### src/rtl/hi_fsk_demod_pkg.sv
// Shared tone/state codes, pairing record and default thresholds for the
// HF FSK dual-subcarrier demodulator.
package hi_fsk_demod_pkg;

  typedef enum logic [1:0] {
    TONE_NONE = 2'd0,
    TONE_LO   = 2'd1,
    TONE_HI   = 2'd2
  } tone_t;

  typedef enum logic [1:0] {
    IDLE  = 2'd0,
    RUN   = 2'd1,
    FLUSH = 2'd2
  } state_t;

  typedef struct packed {
    tone_t pend;
    logic  vld;
    logic  bit_val;
    logic  err;
  } pair_t;

  localparam int DEF_LO_MIN     = 30;
  localparam int DEF_LO_MAX     = 34;
  localparam int DEF_HI_MIN     = 26;
  localparam int DEF_HI_MAX     = 29;
  localparam int DEF_LO_RUN_MIN = 7;
  localparam int DEF_LO_RUN_MAX = 9;
  localparam int DEF_HI_RUN_MIN = 8;
  localparam int DEF_HI_RUN_MAX = 10;
  localparam int DEF_TIMEOUT    = 80;

endpackage

### src/rtl/fsk_run_classifier.sv
// Classifies subcarrier periods into tones, tracks the current tone run and
// reports how many half-bits a closing run represents.
module fsk_run_classifier
  import hi_fsk_demod_pkg::*;
#(
  parameter int LO_MIN     = DEF_LO_MIN,
  parameter int LO_MAX     = DEF_LO_MAX,
  parameter int HI_MIN     = DEF_HI_MIN,
  parameter int HI_MAX     = DEF_HI_MAX,
  parameter int LO_RUN_MIN = DEF_LO_RUN_MIN,
  parameter int LO_RUN_MAX = DEF_LO_RUN_MAX,
  parameter int HI_RUN_MIN = DEF_HI_RUN_MIN,
  parameter int HI_RUN_MAX = DEF_HI_RUN_MAX
) (
  input  logic       ck_1356meg,
  input  logic       rst_n,
  input  logic       enable,
  input  logic [7:0] period_in,
  input  logic       period_valid,
  input  logic       flush,
  output logic [1:0] half_cnt,
  output tone_t      half_tone,
  output logic       run_err,
  output logic       inv_err,
  output logic       zero_seen,
  output logic       tone_seen
);

  localparam logic [7:0] LO_MIN_C = 8'(LO_MIN);
  localparam logic [7:0] LO_MAX_C = 8'(LO_MAX);
  localparam logic [7:0] HI_MIN_C = 8'(HI_MIN);
  localparam logic [7:0] HI_MAX_C = 8'(HI_MAX);
  localparam logic [4:0] LO_R1_MIN = 5'(LO_RUN_MIN);
  localparam logic [4:0] LO_R1_MAX = 5'(LO_RUN_MAX);
  localparam logic [4:0] LO_R2_MIN = 5'(2 * LO_RUN_MIN);
  localparam logic [4:0] LO_R2_MAX = 5'(2 * LO_RUN_MAX);
  localparam logic [4:0] HI_R1_MIN = 5'(HI_RUN_MIN);
  localparam logic [4:0] HI_R1_MAX = 5'(HI_RUN_MAX);
  localparam logic [4:0] HI_R2_MIN = 5'(2 * HI_RUN_MIN);
  localparam logic [4:0] HI_R2_MAX = 5'(2 * HI_RUN_MAX);

  tone_t      run_tone_q;
  logic [4:0] run_len_q;
  tone_t      cls_p0;
  logic       is_zero_p0;
  logic       is_inv_p0;
  logic       closing_p0;

  // Stage p0: classify the incoming period (ignored during the flush cycle)
  always_comb begin
    cls_p0     = TONE_NONE;
    is_zero_p0 = 1'b0;
    is_inv_p0  = 1'b0;
    if (period_valid && !flush) begin
      if (period_in >= LO_MIN_C && period_in <= LO_MAX_C)      cls_p0 = TONE_LO;
      else if (period_in >= HI_MIN_C && period_in <= HI_MAX_C) cls_p0 = TONE_HI;
      else if (period_in == 8'd0)                              is_zero_p0 = 1'b1;
      else                                                     is_inv_p0 = 1'b1;
    end
  end

  // A run closes when the other tone starts or when the frame is flushed
  assign closing_p0 = flush ? (run_tone_q != TONE_NONE)
                            : (cls_p0 != TONE_NONE && run_tone_q != TONE_NONE &&
                               cls_p0 != run_tone_q);

  always_comb begin
    half_cnt = 2'd0;
    run_err  = 1'b0;
    if (closing_p0) begin
      if (run_tone_q == TONE_LO) begin
        if (run_len_q >= LO_R1_MIN && run_len_q <= LO_R1_MAX)      half_cnt = 2'd1;
        else if (run_len_q >= LO_R2_MIN && run_len_q <= LO_R2_MAX) half_cnt = 2'd2;
        else                                                       run_err = 1'b1;
      end else begin
        if (run_len_q >= HI_R1_MIN && run_len_q <= HI_R1_MAX)      half_cnt = 2'd1;
        else if (run_len_q >= HI_R2_MIN && run_len_q <= HI_R2_MAX) half_cnt = 2'd2;
        else                                                       run_err = 1'b1;
      end
    end
  end

  assign half_tone = run_tone_q;
  assign inv_err   = is_inv_p0;
  assign zero_seen = is_zero_p0;
  assign tone_seen = (cls_p0 != TONE_NONE);

  // Stage p1: run state register
  always_ff @(posedge ck_1356meg) begin
    if (!rst_n || !enable) begin
      run_tone_q <= TONE_NONE;
      run_len_q  <= 5'd0;
    end else if (flush || is_inv_p0) begin
      run_tone_q <= TONE_NONE;
      run_len_q  <= 5'd0;
    end else if (cls_p0 != TONE_NONE) begin
      if (cls_p0 == run_tone_q) begin
        if (run_len_q != 5'd31) run_len_q <= run_len_q + 5'd1;
      end else begin
        run_tone_q <= cls_p0;
        run_len_q  <= 5'd1;
      end
    end
  end

endmodule

### src/rtl/hi_fsk_demod.sv
// ISO15693 dual-subcarrier demodulator: pairs tone half-bits into bits,
// packs LSB-first bytes and frames the reply with a timeout/ZERO flush.
module hi_fsk_demod
  import hi_fsk_demod_pkg::*;
#(
  parameter int LO_MIN     = DEF_LO_MIN,
  parameter int LO_MAX     = DEF_LO_MAX,
  parameter int HI_MIN     = DEF_HI_MIN,
  parameter int HI_MAX     = DEF_HI_MAX,
  parameter int LO_RUN_MIN = DEF_LO_RUN_MIN,
  parameter int LO_RUN_MAX = DEF_LO_RUN_MAX,
  parameter int HI_RUN_MIN = DEF_HI_RUN_MIN,
  parameter int HI_RUN_MAX = DEF_HI_RUN_MAX,
  parameter int TIMEOUT    = DEF_TIMEOUT
) (
  input  logic       ck_1356meg,
  input  logic       rst_n,
  input  logic       enable,
  input  logic [7:0] period_in,
  input  logic       period_valid,
  output logic       bit_out,
  output logic       bit_valid,
  output logic [7:0] byte_out,
  output logic       byte_valid,
  output logic       byte_partial,
  output logic       frame_active,
  output logic       frame_end,
  output logic       sym_err,
  output logic [7:0] err_count
);

  localparam logic [7:0] TIMEOUT_C = 8'(TIMEOUT);

  state_t     state_q, state_d;
  tone_t      pend_q;
  logic [7:0] idle_q;
  logic [3:0] bcnt_q, bcnt_d;
  logic [7:0] byte_q, byte_d;

  logic [1:0] half_cnt;
  tone_t      half_tone;
  logic       run_err, inv_err, zero_seen, tone_seen;
  logic       flush, timeout;

  pair_t      pr_p0;
  logic [7:0] byte_p0;
  logic       byte_vld_p0, partial_p0, fend_p0;

  function automatic pair_t pair_half(input pair_t s, input tone_t t);
    pair_t r;
    r = s;
    if (s.pend == TONE_NONE) begin
      r.pend = t;
    end else if (s.pend != t) begin
      r.vld     = 1'b1;
      r.bit_val = (s.pend == TONE_HI);
      r.pend    = TONE_NONE;
    end else begin
      // two equal halves cannot form a bit: keep the newer one to realign
      r.err  = 1'b1;
      r.pend = t;
    end
    return r;
  endfunction

  fsk_run_classifier #(
    .LO_MIN(LO_MIN), .LO_MAX(LO_MAX), .HI_MIN(HI_MIN), .HI_MAX(HI_MAX),
    .LO_RUN_MIN(LO_RUN_MIN), .LO_RUN_MAX(LO_RUN_MAX),
    .HI_RUN_MIN(HI_RUN_MIN), .HI_RUN_MAX(HI_RUN_MAX)
  ) u_cls (
    .ck_1356meg  (ck_1356meg),
    .rst_n       (rst_n),
    .enable      (enable),
    .period_in   (period_in),
    .period_valid(period_valid),
    .flush       (flush),
    .half_cnt    (half_cnt),
    .half_tone   (half_tone),
    .run_err     (run_err),
    .inv_err     (inv_err),
    .zero_seen   (zero_seen),
    .tone_seen   (tone_seen)
  );

  assign flush   = (state_q == FLUSH);
  assign timeout = (state_q == RUN) && !period_valid && (idle_q >= TIMEOUT_C);

  always_comb begin
    state_d = state_q;
    case (state_q)
      IDLE:    if (tone_seen) state_d = RUN;
      RUN:     if (zero_seen || timeout) state_d = FLUSH;
      FLUSH:   state_d = IDLE;
      default: state_d = IDLE;
    endcase
  end

  // Stage p0: half-bit pairing, byte packing and flush bookkeeping
  always_comb begin
    pr_p0.pend    = pend_q;
    pr_p0.vld     = 1'b0;
    pr_p0.bit_val = 1'b0;
    pr_p0.err     = run_err | inv_err;
    if (run_err || inv_err) pr_p0.pend = TONE_NONE;
    if (half_cnt != 2'd0) pr_p0 = pair_half(pr_p0, half_tone);
    if (half_cnt == 2'd2) pr_p0 = pair_half(pr_p0, half_tone);

    byte_d      = (bcnt_q == 4'd0) ? 8'h00 : byte_q;
    bcnt_d      = bcnt_q;
    byte_p0     = 8'h00;
    byte_vld_p0 = 1'b0;
    partial_p0  = 1'b0;
    if (pr_p0.vld) begin
      byte_d[bcnt_q[2:0]] = pr_p0.bit_val;
      bcnt_d = bcnt_q + 4'd1;
      if (bcnt_d == 4'd8) begin
        byte_vld_p0 = 1'b1;
        byte_p0     = byte_d;
        bcnt_d      = 4'd0;
      end
    end

    fend_p0 = 1'b0;
    if (flush) begin
      if (bcnt_d != 4'd0) begin
        byte_vld_p0 = 1'b1;
        partial_p0  = 1'b1;
        byte_p0     = byte_d;
      end
      if (pr_p0.pend != TONE_NONE) pr_p0.err = 1'b1;
      pr_p0.pend = TONE_NONE;
      bcnt_d     = 4'd0;
      fend_p0    = frame_active || (half_cnt != 2'd0);
    end
  end

  // Stage p1: registered state and outputs
  always_ff @(posedge ck_1356meg) begin
    if (!rst_n || !enable) begin
      state_q      <= IDLE;
      pend_q       <= TONE_NONE;
      idle_q       <= 8'd0;
      bcnt_q       <= 4'd0;
      byte_q       <= 8'h00;
      bit_out      <= 1'b0;
      bit_valid    <= 1'b0;
      byte_out     <= 8'h00;
      byte_valid   <= 1'b0;
      byte_partial <= 1'b0;
      frame_active <= 1'b0;
      frame_end    <= 1'b0;
      sym_err      <= 1'b0;
      err_count    <= 8'd0;
    end else begin
      state_q <= state_d;
      pend_q  <= pr_p0.pend;
      bcnt_q  <= bcnt_d;
      byte_q  <= byte_d;
      if (period_valid || state_q != RUN) idle_q <= 8'd0;
      else if (idle_q != 8'hFF)           idle_q <= idle_q + 8'd1;
      bit_out      <= pr_p0.bit_val;
      bit_valid    <= pr_p0.vld;
      byte_out     <= byte_p0;
      byte_valid   <= byte_vld_p0;
      byte_partial <= partial_p0;
      frame_end    <= fend_p0;
      frame_active <= flush ? 1'b0 : (frame_active | (half_cnt != 2'd0));
      sym_err      <= pr_p0.err;
      if (pr_p0.err && err_count != 8'hFF) err_count <= err_count + 8'd1;
    end
  end

endmodule

### config.mk
export PLATFORM = sky130hd
export DESIGN_NAME = hi_fsk_demod
export DESIGN_NICKNAME = d
export VERILOG_FILES = /design/src/rtl/hi_fsk_demod_pkg.sv /design/src/rtl/fsk_run_classifier.sv /design/src/rtl/hi_fsk_demod.sv
export SDC_FILE = /design/constraint.sdc
export NUM_CORES = 1
export LEC_CHECK = 0
export CAP_MARGIN = 5
export CORE_UTILIZATION = 45
export DETAILED_ROUTE_END_ITERATION = 8
export PLACE_DENSITY = 0.7
export SYNTH_ARGS = -nofsm -noshare
export SYNTH_HDL_FRONTEND = slang
export SYNTH_SLANG_ARGS = --single-unit
### constraint.sdc
create_clock -name ck_1356meg -period 3 [get_ports ck_1356meg]
set_input_delay 0.3 -clock ck_1356meg [delete_from_list [all_inputs] [get_ports ck_1356meg]]
set_output_delay 0.3 -clock ck_1356meg [all_outputs]
set_load 0.02 [all_outputs]
==> summary.txt, run 1 <==
Clock network
  – CTS Sinks: 54
  – TritonCTS Buffers: 5
  – Worst skew pair latency: 0.31 ns
  – Hold bufs inserted after CTS: 0
  – Clk slew on worst S/H paths: 0.10 ns
  – CTS tree: done
  – Root Driver: clkbuf_8
  – Post-CTS Setup Bufs: 0
  – Clk buf depth: 2
  – H-tree lvl count: 2
  – # resized after CTS: 0

STA
  – Worst clock skew: 0.00962 ns
  – Unrepaired setup endpoints after global routing: no
  – Post-route minimum period: 2.76 ns
  – Setup-failing EPs final: 0
  – Setup TNS: 0 ns
  – Slew @ Worst Pin: 0.417 ns
  – Fmax: 363 MHz
  – Max_slew headroom: 72.2%
  – Hold Vio Cnt, Final: 0
  – Max Transition Viols Final: 0
  – Final worst path period share: 91.9%

Routing
  – Detailed Route WL: 6850 um
  – Initial DRC Count: 83
  – DR WL/cell: 13.1 um
  – Routed via count: 2,881
  – Avg Vias per Cell: 5.52
  – Residual DRC: 0
  – Post-DRT Antenna Nets: 0
  – Pre-antenna DRT Iters: 4

GRT
  – Gr usage total: 20.0%
  – Grt ovf: 0
  – Met3 Use GR: 2.63%
  – Initial antenna violation count: 0
  – M2 GR Usage: 35.1%
  – First-pass GRT wire length: 12,000 um
  – Vias in the first global route: 2,684
  – Largest net degree at the start of global routing: 17
  – Met1 usage: 25.5%
  – Top Usage Layer GRT: met2

Run status
  – Outcome: completed

Floorplan
  – Num ports: 35
  – Starting Density: 46.3%
  – DIE AREA: 7290 sq um
  – Rows: 30
  – Die height: 85.4 um
  – Core Box Area: 6760 sq um
  – Die Wd: 85.4 um

Cells and area
  – Layout cells sized above 1: 14.7%
  – Total Nets Final: 463
  – Fill count: 638
  – Synth-to-layout area growth: 20.8%
  – Ant diodes: 0

Setup path
  – Critical path peak fanout: 5
  – Max stage delay on crit path: 0.42 ns
  – CP cell instances: clkdlybuf4s50_1, or3_4, buf_4, nor3_1, o211ai_1, buf_4, o211ai_1, o311a_4, a21boi_4, a211oi_2, a31oi_1, a41o_1
  – CP top delay family: compound AO/OA/AOI/OAI gates
  – CP required: 3.21 ns
  – Arr. time, crit path: 2.96 ns
  – Startpoint Class: input pin
  – Crit Path Class: input pin to flop
  – Slowest stage cell on the critical path: clkdlybuf4s50_1
  – Crit path buf inv count: 3
  – Worst Setup End Kind: flop

Yosys
  – Commonest register cell after synthesis: dfxtp_1
  – Synth Warn #: 0
  – Synth cell types: 69
  – EDFF count, synth: 0
  – Async S/R FF share, synth: 0%
  – Post-Syn Area: 3130 sq um
  – Mapped Avg Cell Area: 8.01 sq um
  – Syn Nets: 412
  – Sequential area share after synthesis: 34.5%
  – Cells after Synth: 391
  – FF+latch count, synth: 54

Worst hold path
  – Hold Crit Class: flop to flop

Power and ir drop
  – Final Total Pwr: 1.20 mW
  – Leakage: 1.29 nW
  – PD cells: 316 nW/um^2
  – VDD IR max: 0.200 mV

Run
  – Max_cap viols: 0

Placement
  – Gpl congestion: 0.889
  – PortBufs: 34
  – Post-DP HPWL: 5090 um
==> path summary, 6_finish.rpt <==
path | startpoint | end | slack (ns) | depth (start not counted)
worst max register to register | u_cls.run_len_q[1]$_SDFFE_PP0P_ | err_count[4]$_SDFFE_PP0P_ | 0.26 | 10
worst min register to register | byte_q[1]$_SDFF_PP0_ | byte_out[1]$_SDFF_PP0_ | 0.47 | 2
worst min-delay path | byte_q[1]$_SDFF_PP0_ | byte_out[1]$_SDFF_PP0_ | 0.47 | 2
worst max-delay path | period_in[5] | err_count[4]$_SDFFE_PP0P_ | 0.24 | 12
==> state kept, by name, summed over array words and instances, names as in the netlist, 2 cells and up <==
name and count:
pend_q 2, byte_q 8, idle_q 8, u_cls.run_len_q 5, bcnt_q 4, byte_out 8
err_count 8, u_cls.half_tone 2, state_q 2
==> cells in the mapped netlist, drive strengths merged (4+ instances only) <==
| master | instances | area (sq um) |
|---|---|---|
| mux2i | 5 | 50.1 |
| or3 | 4 | 35.0 |
| nor3b | 4 | 35.0 |
| ha | 9 | 113 |
| nand3 | 20 | 105 |
| inv | 15 | 56.3 |
| and3 | 5 | 31.3 |
| a21oi | 36 | 191 |
| nor2 | 49 | 186 |
| nand2 | 43 | 166 |
| dfxtp | 54 | 1080 |
| and2 | 8 | 52.6 |
| buf | 5 | 35.0 |
| nand2b | 6 | 37.5 |
| o21ai | 15 | 75.1 |
| o22ai | 8 | 50.1 |
| nand4 | 10 | 62.6 |
| or2 | 7 | 43.8 |
| clkbuf | 12 | 45.0 |
| a31oi | 6 | 37.5 |
| nor3 | 12 | 65.1 |
| xnor2 | 10 | 87.6 |
==> metal layers <==
metal,up-vias,part of all wire (%)
met5,-,0
met4,0,1.1
met3,8,3.0
met2,61,49
met1,1329,47
li1,1483,-
==> cell usage in the layout (no fill, tap or decap), drive strengths merged, types with 4 or more instances in the layout <==
cell type / n
and3: 5
or3: 4
and2: 8
nor3: 12
inv: 16
clkdlybuf4s50: 34
or2: 7
o22ai: 8
a21oi: 36
nand2: 43
ha: 9
nand2b: 6
nand3: 20
o21ai: 15
dfxtp: 54
nor3b: 4
mux2i: 5
clkbuf: 5
nand4: 10
xnor2: 10
buf: 27
a31oi: 6
nor2: 49
==> through the flow <==
| stage | util, % | cells | setup WS [ns] | hold WS, ns | area, sq um |
|---|---|---|---|---|---|
| after floorplan | - | 391 | 0.490 | 0.436 | 3130 |
| after global placement | 54.7 | 515 | 0.00404 | 0.446 | 3690 |
| after detailed placement | 54.7 | 515 | -0.0676 | 0.456 | 3690 |
| after CTS | 55.9 | 522 | 0.241 | 0.472 | 3780 |
| after global routing | 56.0 | 522 | 0.0446 | 0.505 | 3780 |
| final | 56.0 | 522 | 0.243 | 0.470 | 3780 |
==> worst reg2reg max path, stage by stage (launching register included) <==
cell	delay, ns
dfxtp_1	0.50
inv_1	0.12
ha_1	0.19
a211o_1	0.27
a31oi_1	0.25
nand2b_1	0.29
o2111ai_1	0.23
a21boi_4	0.13
a211oi_2	0.33
a31oi_1	0.13
a41o_1	0.20
==> power by group <==
part | internal, mW | switching, mW
clock | 0.162 | 0.241
combinational | 0.0358 | 0.0381
sequential | 0.718 | 0.00205
total | 0.916 | 0.281
==> final cells by class <==
cell class | instances | area [sq um] | area share [%]
clock inverters | 2 | 13.8 | 0.364
repair buffers | 61 | 543 | 14.4
flip-flops and latches | 54 | 1080 | 28.6
inverters | 15 | 56.3 | 1.49
well taps | 80 | 100 | 2.65
multi-input cells | 305 | 1920 | 50.7
clock buffers | 5 | 68.8 | 1.82
==> cell families after synthesis <==
| family | after synthesis | synth area share [%] |
|---|---|---|
| fa+ha+maj | 9 | 3.60 |
| buf+inv | 32 | 4.36 |
| flops | 54 | 34.5 |
| mux | 6 | 1.96 |
| compound gates | 94 | 21.6 |
| xor+xnor | 11 | 3.08 |
| simple gates | 185 | 30.9 |
No activity file was read; power rests on OpenSTA's default activity.
==> run 2, diff against run 1 <==
==> constraint.sdc (replaced) <==
create_clock -name ck_1356meg -period 3 [get_ports ck_1356meg]
set_input_delay 0.9 -clock ck_1356meg [delete_from_list [all_inputs] [get_ports ck_1356meg]]
set_output_delay 0.9 -clock ck_1356meg [all_outputs]
set_load 0.02 [all_outputs]
==> summary.txt, run 2 (synthesis results as in run 1) <==
Setup path
  – Critical path peak fanout: 5 (unchanged)
  – CP required: 3.25 ns (+0.04 ns)
  – Worst Setup SP: period_in[6]
  – Slowest stage cell on the critical path: or3_4
  – Worst R2R Start: u_cls.run_len_q[1]$_SDFFE_PP0P_
  – CP cell instances: buf_6, or3_4, or3_4, o21a_4, and2_4, o311a_4, a21boi_4, buf_6, a21oi_4, nand4_1, mux2i_1
  – Max stage delay on crit path: 0.40 ns (-0.02 ns)
  – Startpoint Class: input pin
  – Crit Path Class: input pin to flop
  – Arr. time, crit path: 3.21 ns (+0.25 ns)
  – Worst Setup End Kind: flop

Cells and area
  – Layout cells sized above 1: 20.8% (+6.1 points)
  – Post-layout instance area: 3950 sq um (+4.5%)
  – Total Nets Final: 478 (+3.2%)
  – Most frequent cells in the layout: dfxtp_1 (54), nor2_1 (47), nand2_1 (40), buf_4 (40), a21oi_1 (32)
  – Final Non-Filler Cells: 537 (+2.9%)
  – Commonest non-fill, non-tap cell in the layout: dfxtp_1
  – Ant diodes: 0 (unchanged)
  – Synth-to-layout area growth: 26.3%

STA
  – Max Transition Viols Final: 0 (unchanged)
  – Worst clock skew: 0.00820 ns (-0.00143 ns)
  – Setup TNS: 0 ns (unchanged)
  – Final worst path period share: 98.5% (+6.6 points)
  – Max_slew headroom: 69.7% (-2.5 points)
  – Hold Vio Cnt, Final: 0 (unchanged)
  – Worst hold slack: 0.480 ns (+0.00999 ns)
  – Slew @ Worst Pin: 0.454 ns (+0.0375 ns)
  – Unrepaired setup endpoints after global routing: yes
  – Setup-failing EPs final: 0 (unchanged)
  – Post-route minimum period: 2.96 ns (+0.199 ns)
  – Fmax: 338 MHz (-6.7%)

Power and ir drop
  – PD cells: 304 nW/um^2 (-4.0%)
  – Leakage: 1.38 nW (+6.8%)
  – Final Total Pwr: 1.20 mW (+0.37%)
  – Sw Ratio: 23.5% (about the same)
  – P_sw: 0.282 mW (+0.40%)
  – Logic pwr share: 6.8% (+0.6 points)
  – Clk pwr share: 33.3% (-0.4 points)
  – Sequential power share: 59.9% (-0.3 points)
  – VDD IR max: 0.182 mV (-9.4%)
  – P_int: 0.919 mW (+0.36%)

Placement
  – Post-DP HPWL: 5260 um (+3.3%)
  – Area post-placement: 3780 sq um (+2.3%)
  – Post-Place Cells: 525 (+1.9%)
  – PortBufs: 34 (unchanged)
  – Gpl congestion: 0.855 (-3.8%)

Clock network
  – Worst skew pair latency: 0.31 ns (about the same)
  – CTS Sinks: 54 (unchanged)
  – TritonCTS Buffers: 5 (unchanged)
  – Clk buf depth: 2 (unchanged)
  – Hold bufs inserted after CTS: 0 (unchanged)
  – Clk slew on worst S/H paths: 0.10 ns (about the same)
  – Root Driver: clkbuf_8
  – CTS tree: done
  – H-tree lvl count: 2 (unchanged)

Floorplan
  – Core Box Area: 6760 sq um (unchanged)
  – Die Wd: 85.4 um (unchanged)
  – Die height: 85.4 um (unchanged)
  – Rows: 30 (unchanged)
  – Starting Density: 46.3% (unchanged)
  – DIE AREA: 7290 sq um (unchanged)
  – Num ports: 35 (unchanged)

GRT
  – Grt ovf: 0 (unchanged)
  – Gr usage total: 20.5% (+0.48 points)
  – First-pass GRT wire length: 12,200 um (+0.85%)
  – Largest net degree at the start of global routing: 17 (unchanged)
  – Vias in the first global route: 2,693 (+0.34%)
  – Initial antenna violation count: 0 (unchanged)

Run
  – Max_cap viols: 0 (unchanged)

Routing
  – Residual DRC: 0 (unchanged)
  – Post-DRT Antenna Nets: 0 (unchanged)
  – Pre-antenna DRT Iters: 4 (unchanged)
  – Routed via count: 3,012 (+4.5%)
  – Detailed Route WL: 7270 um (+6.1%)
  – Initial DRC Count: 161 (+94%)
  – DR WL/cell: 13.5 um (+3.1%)
  – Avg Vias per Cell: 5.61 (+1.6%)

Run status
  – Outcome: completed

Worst hold path
  – Hold Crit Class: flop to flop
  – Hold path startpoint: byte_q[4]$_SDFF_PP0_
[run 2: cell count changes in the layout (fill, tap and decap cells not counted), moves of 3 or more]
cell and change:
buf_4 +13, clkdlybuf4s50_1 -8, buf_6 +4, dlygate4sd2_1 +3
[run 2: layout make-up]
cell class              instances  area [sq um]
flip-flops and latches         54          1080
clock buffers                   5          68.8
clock inverters                 2          13.8
fillers                       605          2800
well taps                      80           100
multi-input cells             306          1990
repair buffers                 75           642
inverters                      15          56.3
[run 2: worst paths after layout]
check	end	slack, ns	cells past startpoint
max	err_count[5]$_SDFFE_PP0P_	0.04	11
max reg2reg	err_count[5]$_SDFFE_PP0P_	0.24	11
min reg2reg	byte_out[4]$_SDFF_PP0_	0.48	2
min	byte_out[4]$_SDFF_PP0_	0.48	2
[run 2: power groups by stage]
stage          Sequential [mW]  Clock (mW)  Combinational, mW
2_1_floorplan            0.738           0             0.0344
3_3_place_gp             0.737           0             0.0790
3_5_place_dp             0.737           0             0.0804
4_1_cts                  0.720       0.414             0.0780
5_1_grt                  0.720       0.434             0.0884
6_report                 0.720       0.400             0.0817
[run 2: through the flow]
step,setup slack (ns),util [%]
after detailed placement,-0.637,55.9
after CTS,0.00808,57.5
final,0.0438,58.5
after global placement,-0.612,55.9
after global routing,-0.0194,58.5
after floorplan,-0.0347,-
[run 2: routing by layer]
| layer | share of wire [%] | up-vias | GRT usage (%) |
|---|---|---|---|
| met3 | 5.1 | 12 | 3.40 |
| li1 | - | 1516 | - |
| met1 | 46 | 1396 | 26.8 |
| met4 | 1.8 | 0 | 7.27 |
| met5 | 0 | - | 0 |
| met2 | 47 | 88 | 34.1 |
[run 2: worst max-delay path, delay by kind of cell]
kind / cells / cell delay (ns)
buffers and inverters: 2 / 0.22
AO/OA/AOI/OAI: 4 / 0.81
multiplexers: 1 / 0.17
AND/OR/NAND/NOR: 4 / 1.09
[run 2: timing repair]
item                       4_1_cts  5_1_grt
setup endpoints to repair       30       14
buffers inserted                 2        2
pin swaps                       15       12
gates cloned                     0        1
resized for setup               24       12
==> run 3, diff against run 2 <==
CAP_MARGIN = 20   (was 5)
CTS_BUF_LIST = sky130_fd_sc_hd__clkbuf_2   (was unset)
==> summary.txt, run 3 (synthesis results as in run 1) <==
Run status
  – Outcome: completed

Clock network
  – CTS Sinks: 54 (unchanged)
  – Worst skew pair latency: 0.44 ns (+0.13 ns)
  – Clk buf depth: 2 (unchanged)
  – Root Driver: clkbuf_2
  – H-tree lvl count: 2 (unchanged)
  – CTS tree: done
  – TritonCTS Buffers: 5 (unchanged)
  – Clk slew on worst S/H paths: 0.26 ns (+0.16 ns)

Routing
  – Post-DRT Antenna Nets: 0 (unchanged)
  – Residual DRC: 0 (unchanged)
  – Initial DRC Count: 156 (-3.1%)
  – Avg Vias per Cell: 5.53 (-1.5%)
  – DR WL/cell: 13.2 um (-2.2%)
  – Pre-antenna DRT Iters: 4 (unchanged)
  – Routed via count: 2,951 (-2.0%)
  – Detailed Route WL: 7070 um (-2.8%)

Cells and area
  – Layout cells sized above 1: 18.9% (-1.8 points)
  – Most frequent cells in the layout: dfxtp_1 (54), nor2_1 (47), nand2_1 (40), buf_4 (39), a21oi_1 (32)
  – Ant diodes: 0 (unchanged)
  – Fill count: 627 (+3.6%)
  – Synth-to-layout area growth: 23.8%
  – Total Nets Final: 475 (-0.63%)
  – Final Non-Filler Cells: 534 (-0.56%)
  – Commonest non-fill, non-tap cell in the layout: dfxtp_1

GRT
  – Met1 usage: 27.1% (+0.36 points)
  – Top Usage Layer GRT: met2
  – Grt ovf: 0 (unchanged)
  – Met3 Use GR: 3.21% (-0.19 points)
  – Vias in the first global route: 2,659 (-1.3%)
  – M2 GR Usage: 33.9% (-0.22 points)
  – First-pass GRT wire length: 12,100 um (-0.22%)
  – Largest net degree at the start of global routing: 17 (unchanged)
  – Gr usage total: 20.3% (-0.21 points)
  – Initial antenna violation count: 0 (unchanged)

STA
  – Hold Vio Cnt, Final: 0 (unchanged)
  – Max_slew headroom: 68.7% (-0.96 points)
  – Worst clock skew: 0.0192 ns (+0.0110 ns)
  – Setup-failing EPs final: 0 (unchanged)
  – Worst hold slack: 0.492 ns (+0.0124 ns)
  – Unrepaired setup endpoints after global routing: yes
  – Final worst path period share: 99.2% (+0.70 points)
  – Max Transition Viols Final: 0 (unchanged)
  – Post-route minimum period: 2.98 ns (+0.0209 ns)
  – Slew @ Worst Pin: 0.468 ns (+0.0143 ns)
  – Fmax: 336 MHz (-0.70%)

Floorplan
  – Die Wd: 85.4 um (unchanged)
  – Num ports: 35 (unchanged)
  – Core Box Area: 6760 sq um (unchanged)
  – Starting Density: 46.3% (unchanged)
  – Rows: 30 (unchanged)
  – Die height: 85.4 um (unchanged)
  – DIE AREA: 7290 sq um (unchanged)

Run
  – Max_cap viols: 0 (unchanged)

Placement
  – PortBufs: 34 (unchanged)
  – Post-DP HPWL: 5260 um (unchanged)
  – Gpl congestion: 0.855 (unchanged)
  – Post-Place Cells: 525 (unchanged)

Setup path
  – Slowest stage cell on the critical path: or4_4
  – CP required: 3.37 ns (+0.12 ns)
  – Crit Path Class: input pin to flop
  – Worst Setup End Kind: flop
  – Max stage delay on crit path: 0.57 ns (+0.17 ns)
  – Worst R2R Start: u_cls.run_len_q[1]$_SDFFE_PP0P_
  – CP top delay family: compound AO/OA/AOI/OAI gates
  – Worst Setup SP: period_in[3]
  – Arr. time, crit path: 3.35 ns (+0.14 ns)
  – CP cell instances: dlygate4sd2_1, or4_4, a2111oi_4, or2_4, a21oi_2, o311a_4, a21boi_4, a211oi_2, buf_4, xnor2_2, nor2_1
  – Critical path peak fanout: 4 (-1)
  – Startpoint Class: input pin
  – Reg2reg path depth: 11 (unchanged)
  – Stages on the worst setup path: 11 (unchanged)
  – Crit path buf inv count: 2 (unchanged)

Power and ir drop
  – PD cells: 279 nW/um^2 (-8.1%)
  – VDD IR max: 0.159 mV (-12%)
  – Leakage: 1.37 nW (-0.43%)

Worst hold path
  – Hold Crit Class: flop to flop
  – Hold path startpoint: byte_q[4]$_SDFF_PP0_
  – Hold path cells: 2 (unchanged)
-- run 3: final cells by class --
type	instances	area, sq um	area share, %
inverter	15	56.3	1.45
clock buffer	5	25.0	0.646
timing repair buffer	73	634	16.4
tap	80	100	2.58
clock inverter	2	13.8	0.355
sequential	54	1080	27.9
multi-input combinational	305	1970	50.7
-- run 3: final timing paths --
kind / endpoint / slack, ns
max: err_count[2]$_SDFFE_PP0P_ / 0.02
min: byte_out[4]$_SDFF_PP0_ / 0.49
max reg2reg: err_count[2]$_SDFFE_PP0P_ / 0.25
min reg2reg: byte_out[4]$_SDFF_PP0_ / 0.49
-- run 3: stage by stage --
stage | area (sq um) | power [mW] | util, % | setup TNS, ns | setup WS, ns
after global placement | 3780 | 0.816 | 55.9 | -16.96 | -0.612
after floorplan | 3150 | 0.773 | - | -0.0347 | -0.0347
after detailed placement | 3780 | 0.817 | 55.9 | -17.92 | -0.637
after CTS | 3850 | 1.10 | 56.9 | 0 | 0.0318
after global routing | 3880 | 1.13 | 57.4 | -0.0139 | -0.0109
final | 3880 | 1.08 | 57.4 | 0 | 0.0228
-- run 3: what timing repair did --
action / in CTS / in global routing
buffers inserted: 1 / 1
gates resized for setup: 10 / 7
hold buffers: 0 / 0
setup endpoints to repair: 19 / 11
pin swaps: 13 / 5
-- run 3: report_power, final --
group	total, mW	switching (mW)	internal (mW)
clock	0.279	0.224	0.0553
combinational	0.0800	0.0410	0.0390
sequential	0.724	0.00203	0.722
total	1.08	0.267	0.816
-- run 3: metal layers --
layer / wire length (um) / share of wire, %
met1: 3330 / 47
met2: 3400 / 48
met3: 240 / 3.4
met4: 97 / 1.4
met5: 0 / 0
-- run 3: worst min-delay path: stages, from the launching register on --
cell and delay [ns]:
dfxtp_1 0.36, nand2_1 0.07, o22ai_1 0.06
